===== config.mk =====
export PLATFORM = sky130hd
export DESIGN_NAME = neureka_accum_unpacker
export DESIGN_NICKNAME = d
export VERILOG_FILES = /design/src/rtl/neureka_package.sv /design/src/rtl/neureka_accum_unpacker_lane.sv /design/src/rtl/neureka_accum_unpacker.sv
export SDC_FILE = /design/constraint.sdc
export NUM_CORES = 1
export LEC_CHECK = 0
export CAP_MARGIN = 10
export CORE_MARGIN = 10
export CORE_UTILIZATION = 49
export DETAILED_ROUTE_END_ITERATION = 6
export MAX_ROUTING_LAYER = met4
export PLACE_DENSITY = 0.9
export SETUP_SLACK_MARGIN = 0.05
export SYNTH_ARGS = -nofsm -noshare
export SYNTH_HDL_FRONTEND = slang
export SYNTH_SLANG_ARGS = --single-unit
export TNS_END_PERCENT = 5

===== constraint.sdc =====
create_clock -name clk_i -period 2.4 [get_ports clk_i]
set_input_delay 0.6 -clock clk_i [delete_from_list [all_inputs] [get_ports clk_i]]
set_output_delay 0.6 -clock clk_i [all_outputs]
set_load 0.01 [all_outputs]

===== src/rtl/neureka_package.sv =====
// Shared NEUREKA definitions: mode encodings, accumulator width and the
// control/state types used by the accumulator unpacker.
package neureka_package;

  localparam int NEUREKA_ACCUM_SIZE   = 32;
  localparam int NEUREKA_UNPACK_LEN_W = 16;

  localparam logic [1:0] NEUREKA_MODE_8B  = 2'b00;
  localparam logic [1:0] NEUREKA_MODE_16B = 2'b01;
  localparam logic [1:0] NEUREKA_MODE_32B = 2'b10;

  typedef struct packed {
    logic [1:0]                      mode;
    logic                            is_signed;
    logic [4:0]                      shift;
    logic [NEUREKA_UNPACK_LEN_W-1:0] len;
    logic                            start;
  } ctrl_unpack_t;

  typedef enum logic [1:0] {
    IDLE  = 2'd0,
    FETCH = 2'd1,
    EMIT  = 2'd2
  } unpack_state_e;

  // Index of the last lane in a word; the illegal encoding behaves as 32B.
  function automatic logic [1:0] last_lane(input logic [1:0] mode);
    case (mode)
      NEUREKA_MODE_8B:  last_lane = 2'd3;
      NEUREKA_MODE_16B: last_lane = 2'd1;
      default:          last_lane = 2'd0;
    endcase
  endfunction

endpackage


===== src/rtl/neureka_accum_unpacker_lane.sv =====
// Combinational lane select, widen to 33 bits and optional shift/saturate.
// Shifter present only when NEUREKA_ACCUM_UNPACKER_SHIFT_EN is defined.
module neureka_accum_unpacker_lane
  import neureka_package::*;
(
  input  logic [31:0] word_i,
  input  logic [1:0]  mode_i,
  input  logic [1:0]  lane_i,
  input  logic        signed_i,
  input  logic [4:0]  shift_i,
  output logic [31:0] data_o
);

  logic [7:0]  lane8;
  logic [15:0] lane16;
  logic [32:0] ext;

  assign lane8  = word_i[{lane_i, 3'b000} +: 8];
  assign lane16 = word_i[{lane_i[0], 4'b0000} +: 16];

  always_comb begin
    case (mode_i)
      NEUREKA_MODE_8B:  ext = {{25{signed_i & lane8[7]}}, lane8};
      NEUREKA_MODE_16B: ext = {{17{signed_i & lane16[15]}}, lane16};
      default:          ext = {signed_i & word_i[31], word_i};
    endcase
  end

`ifdef NEUREKA_ACCUM_UNPACKER_SHIFT_EN
  logic [63:0] wide;
  logic        sat_pos;
  logic        sat_neg;

  // 33-bit value shifted by at most 31 always fits in 64 signed bits.
  assign wide    = {{31{ext[32]}}, ext} << shift_i;
  assign sat_pos = !wide[63] && (|wide[62:31]);
  assign sat_neg = wide[63] && !(&wide[62:31]);

  always_comb begin
    if (sat_pos)      data_o = 32'h7FFF_FFFF;
    else if (sat_neg) data_o = 32'h8000_0000;
    else              data_o = wide[31:0];
  end
`else
  logic unused_shift;
  assign unused_shift = ^shift_i;

  // Only unsigned 32-bit lanes can exceed the signed accumulator range.
  assign data_o = (!ext[32] && ext[31]) ? 32'h7FFF_FFFF : ext[31:0];
`endif

endmodule


===== src/rtl/neureka_accum_unpacker.sv =====
// Unpacks 8/16/32-bit lanes from streamer words into signed accumulator values.
// Optional shift/saturate path: NEUREKA_ACCUM_UNPACKER_SHIFT_EN.
module neureka_accum_unpacker
  import neureka_package::*;
#(
  parameter int ACC   = NEUREKA_ACCUM_SIZE,
  parameter int BW    = 32,
  parameter int LEN_W = NEUREKA_UNPACK_LEN_W
) (
  input  logic             clk_i,
  input  logic             rst_i,
  input  logic             clear_i,
  input  logic             start_i,
  input  logic [1:0]       mode_i,
  input  logic             signed_i,
  input  logic [4:0]       shift_i,
  input  logic [LEN_W-1:0] len_i,
  input  logic [BW-1:0]    in_data_i,
  input  logic             in_valid_i,
  output logic             in_ready_o,
  output logic [ACC-1:0]   out_data_o,
  output logic             out_valid_o,
  input  logic             out_ready_i,
  output logic             busy_o,
  output logic             done_o
);

  unpack_state_e    state_q, state_d;
  logic [BW-1:0]    word_q, word_d;
  logic [1:0]       lane_q, lane_d;
  logic [LEN_W-1:0] remaining_q, remaining_d;
  logic [1:0]       mode_q, mode_d;
  logic             signed_q, signed_d;
  logic [4:0]       shift_q, shift_d;
  logic             done_q, done_d;

  ctrl_unpack_t     ctrl;
  logic             final_hs;
  logic [ACC-1:0]   lane_data;

  assign ctrl.mode      = mode_i;
  assign ctrl.is_signed = signed_i;
  assign ctrl.shift     = shift_i;
  assign ctrl.len       = NEUREKA_UNPACK_LEN_W'(len_i);
  assign ctrl.start     = start_i;

  assign final_hs = (state_q == EMIT) && out_ready_i &&
                    (remaining_q == LEN_W'(1)) && !clear_i;

  always_comb begin
    state_d     = state_q;
    word_d      = word_q;
    lane_d      = lane_q;
    remaining_d = remaining_q;
    mode_d      = mode_q;
    signed_d    = signed_q;
    shift_d     = shift_q;
    done_d      = 1'b0;
    if (clear_i) begin
      state_d = IDLE;
    end else begin
      case (state_q)
        IDLE: begin
          if (ctrl.start) begin
            mode_d      = ctrl.mode;
            signed_d    = ctrl.is_signed;
            shift_d     = ctrl.shift;
            remaining_d = LEN_W'(ctrl.len);
            if (ctrl.len == '0) done_d = 1'b1;
            else                state_d = FETCH;
          end
        end
        FETCH: begin
          if (in_valid_i) begin
            word_d  = in_data_i;
            lane_d  = 2'd0;
            state_d = EMIT;
          end
        end
        EMIT: begin
          if (out_ready_i) begin
            remaining_d = remaining_q - LEN_W'(1);
            lane_d      = lane_q + 2'd1;
            if (remaining_q == LEN_W'(1))         state_d = IDLE;
            else if (lane_q == last_lane(mode_q)) state_d = FETCH;
          end
        end
        default: state_d = IDLE;
      endcase
    end
  end

  always_ff @(posedge clk_i or posedge rst_i) begin
    if (rst_i) begin
      state_q     <= IDLE;
      word_q      <= '0;
      lane_q      <= '0;
      remaining_q <= '0;
      mode_q      <= '0;
      signed_q    <= 1'b0;
      shift_q     <= '0;
      done_q      <= 1'b0;
    end else begin
      state_q     <= state_d;
      word_q      <= word_d;
      lane_q      <= lane_d;
      remaining_q <= remaining_d;
      mode_q      <= mode_d;
      signed_q    <= signed_d;
      shift_q     <= shift_d;
      done_q      <= done_d;
    end
  end

  neureka_accum_unpacker_lane u_lane (
    .word_i   (word_q),
    .mode_i   (mode_q),
    .lane_i   (lane_q),
    .signed_i (signed_q),
    .shift_i  (shift_q),
    .data_o   (lane_data)
  );

  assign in_ready_o  = (state_q == FETCH);
  assign out_valid_o = (state_q == EMIT);
  assign busy_o      = (state_q != IDLE);
  // Data is forced to zero outside EMIT so idle outputs read as 0.
  assign out_data_o  = out_valid_o ? lane_data : '0;
  assign done_o      = done_q | final_hs;

endmodule


==> metrics.yaml, run 1 <==
status: "finished, violations left"
violations: "negative setup slack"
swShare_pct: 42.9
synth_commonest_cells: "56 x dfrtp_1, 52 x nand2_1, 41 x o21ai_0, 38 x a21oi_1, 29 x mux2_2"
slew_headroom_pct: 69.0
grt_max_degree: 44
vias: 3687
clkTransAtPathRegs_ps: 110
cp.arrival_ps: 2050
finalMaxSlewViolations: 0
ys_async_sr_fraction_pct: 100
gp_congestion: 0.929
clock-sinks: 56
synthTopCellsByArea: "dfrtp_1 40%, mux2_2 9.3%, o21ai_0 5.8%"
vias_per_cell: 5.97
cts-htree-levels: 2
final_util_pct: 71.6
synthCells: 395
synth_edf_count: 0
num_rows: 30
worstSetupStartpointType: "flop"
setup_violations: 32
synth.ff_latch_count: 56
worstPathRequired_ps: 1800
min_path_type: "flop to flop"
grt_setup_unrepaired: "true"
io-pin-count: 98
peakVddDrop_mv: 0.426
antenna_left: 0
grt_pass1_wl_um: 18600
critPathMaxFanout: 6
dpl.hpwl_um: 8240
initial_utilization_pct: 51.0
worst_pin_slew_ps: 464
finClkSkew_ps: 15.0
antenna_found_initial: 0
power.density_mw_per_mm2: 1120
cts-hold-fix-buffers: 0
leakage_nw: 2.07
placed_cell_area_mm2: 0.00481
final_nets: 585
ys_warn_count: 0
first_iter_violations: 198
synth_cell_types: 52
totalWireLength_um: 11500
final_cell_area_mm2: 0.00495
fin_crit_sh_pct: 110
critical_path_class: "flop to primary output"
hold_slack_ps: 513
antenna_cells: 0
synth_area_mm2: 0.00352
final_cells: 618
yosys.area.top_type: "dfrtp_1"
setup_ws_ps: -251
p_seq_share_pct: 33.5
dr.pass1.iters: 5
dp_cells: 604
drive_gt1_share_pct: 32.6
ctsLongestPathBuffers: 2
coreArea_mm2: 0.00691
syn_area_per_cell_um2: 8.91
grt_overflow: 0
route.detailed.drc: 0
cts_tree: "done"
yosysMostFrequentCell: "dfrtp_1"
comb_power_share_pct: 56.5
p_int_w: 0.00316
die_w_um: 105
max_freq_mhz: 377
die_h_um: 105
areaGrowthSynthToFinish_pct: 40.5
r2r_slack_ps: 420
hold_violations: 0
n_fill_cell: 494
finalCriticalPeriod_ps: 2650
root_buffer: "clkbuf_8"
clk_latency_ps: 320
dieArea_mm2: 0.0110
io_buffers: 92
cts_buffers: 5
synth_nets: 459
first_global_vias: 3794
pwr-share-clk_pct: 10.0
seq_area_frac_synth_pct: 39.8
ys.flop_type: "dfrtp_1"
synth_top_area_share_pct: 39.8
grt_use_total_pct: 20.4
wl_per_cell_um: 18.6
maxCapViolCount: 0
cp-end-kind: "primary output"
power.switching_w: 0.00238
[flip-flops by register name (all words and copies together) (netlist names)]
register and cells:
done_q 1, lane_q 2, mode_q 2, remaining_q 16, signed_q 1, state_q 2, word_q 32
[per-stage QoR]
stage | setup slack [ps] | total power, W | setup TNS [ps]
after floorplan | 323 | 0.00349 | 0
after global placement | -267 | 0.00443 | -5480
after detailed placement | -343 | 0.00460 | -7250
after CTS | -158 | 0.00539 | -3520
after global routing | -259 | 0.00589 | -6130
final | -251 | 0.00554 | -3500
[cells by family after synthesis]
kind of cell    after synthesis  share of synthesized area, %
mux                          38                          12.2
compound gates              137                          25.2
simple gates                117                          15.5
xor+xnor                      1                         0.249
flops                        56                          39.8
fa+ha+maj                     2                         0.711
buf+inv                      44                          6.43
[worst max-delay path, cell delays in order (launching register included)]
cell             delay (ps)
dfrtp_2                 470
nand2b_1                230
buf_4                   180
o21ai_0                 290
nand2b_1                100
a21oi_1                 210
clkdlybuf4s15_2         260
[power by group through the flow]
| stage | combinational, W | sequential, W | clock [W] |
|---|---|---|---|
| floorplan | 0.00179 | 0.00171 | 0 |
| global placement | 0.00265 | 0.00178 | 0 |
| detailed placement | 0.00278 | 0.00182 | 0 |
| CTS | 0.00302 | 0.00181 | 0.000560 |
| global route | 0.00340 | 0.00190 | 0.000595 |
| finish | 0.00313 | 0.00186 | 0.000553 |
[layout make-up]
type                            count  area (um2)  share of cell area [%]
Timing Repair Buffer              147        1250                    25.2
Clock buffer                        5        68.8                    1.39
Clock inverter                      3        26.3                   0.531
Tap cell                           96         120                    2.43
Multi-Input combinational cell    295        2020                    40.8
Sequential cell                    56        1400                    28.4
Inverter                           16        60.1                    1.21
[repair_timing]
item                       4_1_cts  5_1_grt
pin swaps                       11        6
gates cloned                     1        0
setup endpoints to repair       33       33
resized for setup              148       13
buffers inserted                 5        0
[routing by layer]
layer  routed length [um]  track usage (%)  vias to the layer above
met5                    0                -                        -
li1                     -                -                     1686
met1                 4540             23.7                     1741
met3                  872             3.19                       32
met2                 5800             35.3                      228
met4                  314             6.57                        0
[worst paths after layout]
| check | to | startpoint | cells after the start |
|---|---|---|---|
| max | out_data_o[0] | mode_q[0] | 6 |
| min | remaining_q[13] | remaining_q[13] | 1 |
| max reg2reg | state_q[0] | lane_q[0] | 9 |
| min reg2reg | remaining_q[13] | remaining_q[13] | 1 |
| max in group asynchronous | mode_q[1] | rst_i | 3 |
| min in group asynchronous | remaining_q[4] | rst_i | 2 |
[placed cells by master, fill, tap and decap left out, drive strengths merged, types with 3 or more instances in the layout]
master         instances
a221oi                 7
nor2b                  4
a21oi                 50
nor3                  11
mux2                  29
clkbuf                 6
a22oi                 10
nand2b                 5
a21o                   5
nand3                  5
nand2                 53
o21ai                 42
inv                   16
nor2                  25
clkdlybuf4s50         59
mux2i                  8
clkinv                 3
dfrtp                 56
o32ai                  4
buf                   85
nor4                   6
o2bb2ai                4
(Power assumes the default switching activity.)
==> inputs of run 2 (changes only) <==
--- a/config.mk
+++ b/config.mk
@@ -6,7 +6,8 @@
 export NUM_CORES = 1
 export LEC_CHECK = 0
 export CAP_MARGIN = 10
-export CORE_MARGIN = 10
+export CORE_ASPECT_RATIO = 0.5
+export CORE_MARGIN = 5
 export CORE_UTILIZATION = 49
 export DETAILED_ROUTE_END_ITERATION = 6
 export MAX_ROUTING_LAYER = met4
==> metrics.yaml, run 2 (synthesized netlist as in run 1, its figures left out) <==
status: "finished, violations left"
violations: "negative setup slack"
finalCriticalPeriod_ps: 2570
crit_path_top_delay_cell: "dfrtp_2"
peakVddDrop_mv: 0.420
cp-end-kind: "primary output"
first_iter_violations: 290
drive_gt1_share_pct: 33.1
root_buffer: "clkbuf_16"
die_h_um: 69.9
worst_pin_slew_ps: 439
clk_latency_ps: 300
antenna_left: 0
gp_congestion: 0.892
top_regs: "word_q: 32 flops, remaining_q: 16 flops"
final_cell_area_mm2: 0.00504
grt_max_degree: 57
wl_met1_um: 4360
grt_overflow: 0
ctsLongestPathBuffers: 2
areaGrowthSynthToFinish_pct: 43.0
clkTransAtPathRegs_ps: 70
placed_cell_area_mm2: 0.00482
totalWireLength_um: 11100
max_stage_delay_ps: 470
dieArea_mm2: 0.00908
wl_per_cell_um: 18.1
hold_slack_ps: 507
cp.arrival_ps: 1970
critical_path_class: "flop to primary output"
finClkSkew_ps: 3.54
dr.pass1.iters: 6
worstPathRequired_ps: 1800
min_path_type: "flop to flop"
grt_setup_unrepaired: "true"
final_cell_mix: "59 x clkdlybuf4s50_1, 53 x dfrtp_1, 51 x nand2_1"
final_nets: 587
die_w_um: 130
cts_tree: "done"
setup_ws_ps: -169
first_global_vias: 3643
maxCapViolCount: 0
antenna_found_initial: 0
slew_headroom_pct: 70.7
largest_register: "word_q"
coreArea_mm2: 0.00683
hold_violations: 0
largest_reg_flops: 32
power.density_mw_per_mm2: 1150
highest_layer: "met4"
cts_buffers: 5
num_rows: 21
power_w: 0.00581
route.detailed.drc: 0
setup_violations: 26
io_buffers: 92
crit_chain: "nand2b_4, a21o_4, a221oi_2, a21oi_1, dlygate4sd2_1"
clock-sinks: 56
io-pin-count: 98
max_freq_mhz: 389
met2_length_um: 5550
cts-htree-levels: 2
antenna_cells: 0
dr_wl_met3_um: 853
critPathMaxFanout: 6
final_common_cell: "clkdlybuf4s50_1"
grt_pass1_wl_um: 18100
vias_per_cell: 5.92
leakage_nw: 2.10
fin_crit_sh_pct: 107
dpl.hpwl_um: 7380
vias: 3641
grt_use_total_pct: 25.3
worstSetupStartpointType: "flop"
finalMaxSlewViolations: 0
initial_utilization_pct: 51.5
## run 2: metal layers
metal | GRT usage [%] | vias to the layer above
met5 | - | -
met4 | 8.87 | 0
met3 | 4.87 | 44
met2 | 42.5 | 175
met1 | 30.4 | 1742
li1 | - | 1680
## run 2: power by group
group | internal (W) | total (W) | switching, W
sequential | 0.00140 | 0.00192 | 0.000514
clock | 0.000380 | 0.000724 | 0.000344
combinational | 0.00157 | 0.00317 | 0.00160
## run 2: worst max-delay path: cells and delay by family, from the launching register on
kind / cells / cell delay [ps]
AO/OA/AOI/OAI: 3 / 710
buffers and inverters: 1 / 300
flip-flops: 1 / 470
AND/OR/NAND/NOR: 1 / 180
## run 2: final timing paths
path	slack [ps]	cells past startpoint	to	from
worst max-delay path	-170	5	out_data_o[0]	mode_q[0]
worst min-delay path	510	1	remaining_q[13]	remaining_q[13]
worst max register to register	440	8	state_q[0]	lane_q[0]
worst min register to register	510	1	remaining_q[13]	remaining_q[13]
max in group asynchronous	1450	3	mode_q[1]	rst_i
min in group asynchronous	690	3	remaining_q[4]	rst_i
## run 2: what timing repair did
action | CTS | global route
gates resized for setup | 156 | 10
endpoints found under the setup margin | 33 | 33
buffers inserted | 7 | 0
cloned | 0 | 0
pin swaps | 11 | 3
hold buffers | 0 | 0
## run 2: final cells by class
class | instances | area (um2)
clock buffers | 5 | 125
repair buffers | 149 | 1250
flip-flops and latches | 56 | 1410
clock inverters | 2 | 12.5
multi-input cells | 295 | 2070
inverters | 16 | 60.1
fillers | 482 | 1800
well taps | 92 | 115
## run 2: stage by stage
stage               setup slack, ps  util (%)  TNS [ps]  std cells
floorplan                       323         -         0        395
global placement               -292      70.6     -5420        601
detailed placement             -381      70.6     -7010        601
global route                   -223      73.7     -4930        615
CTS                            -113      73.3     -2500        615
finish                         -169      73.7     -3100        615
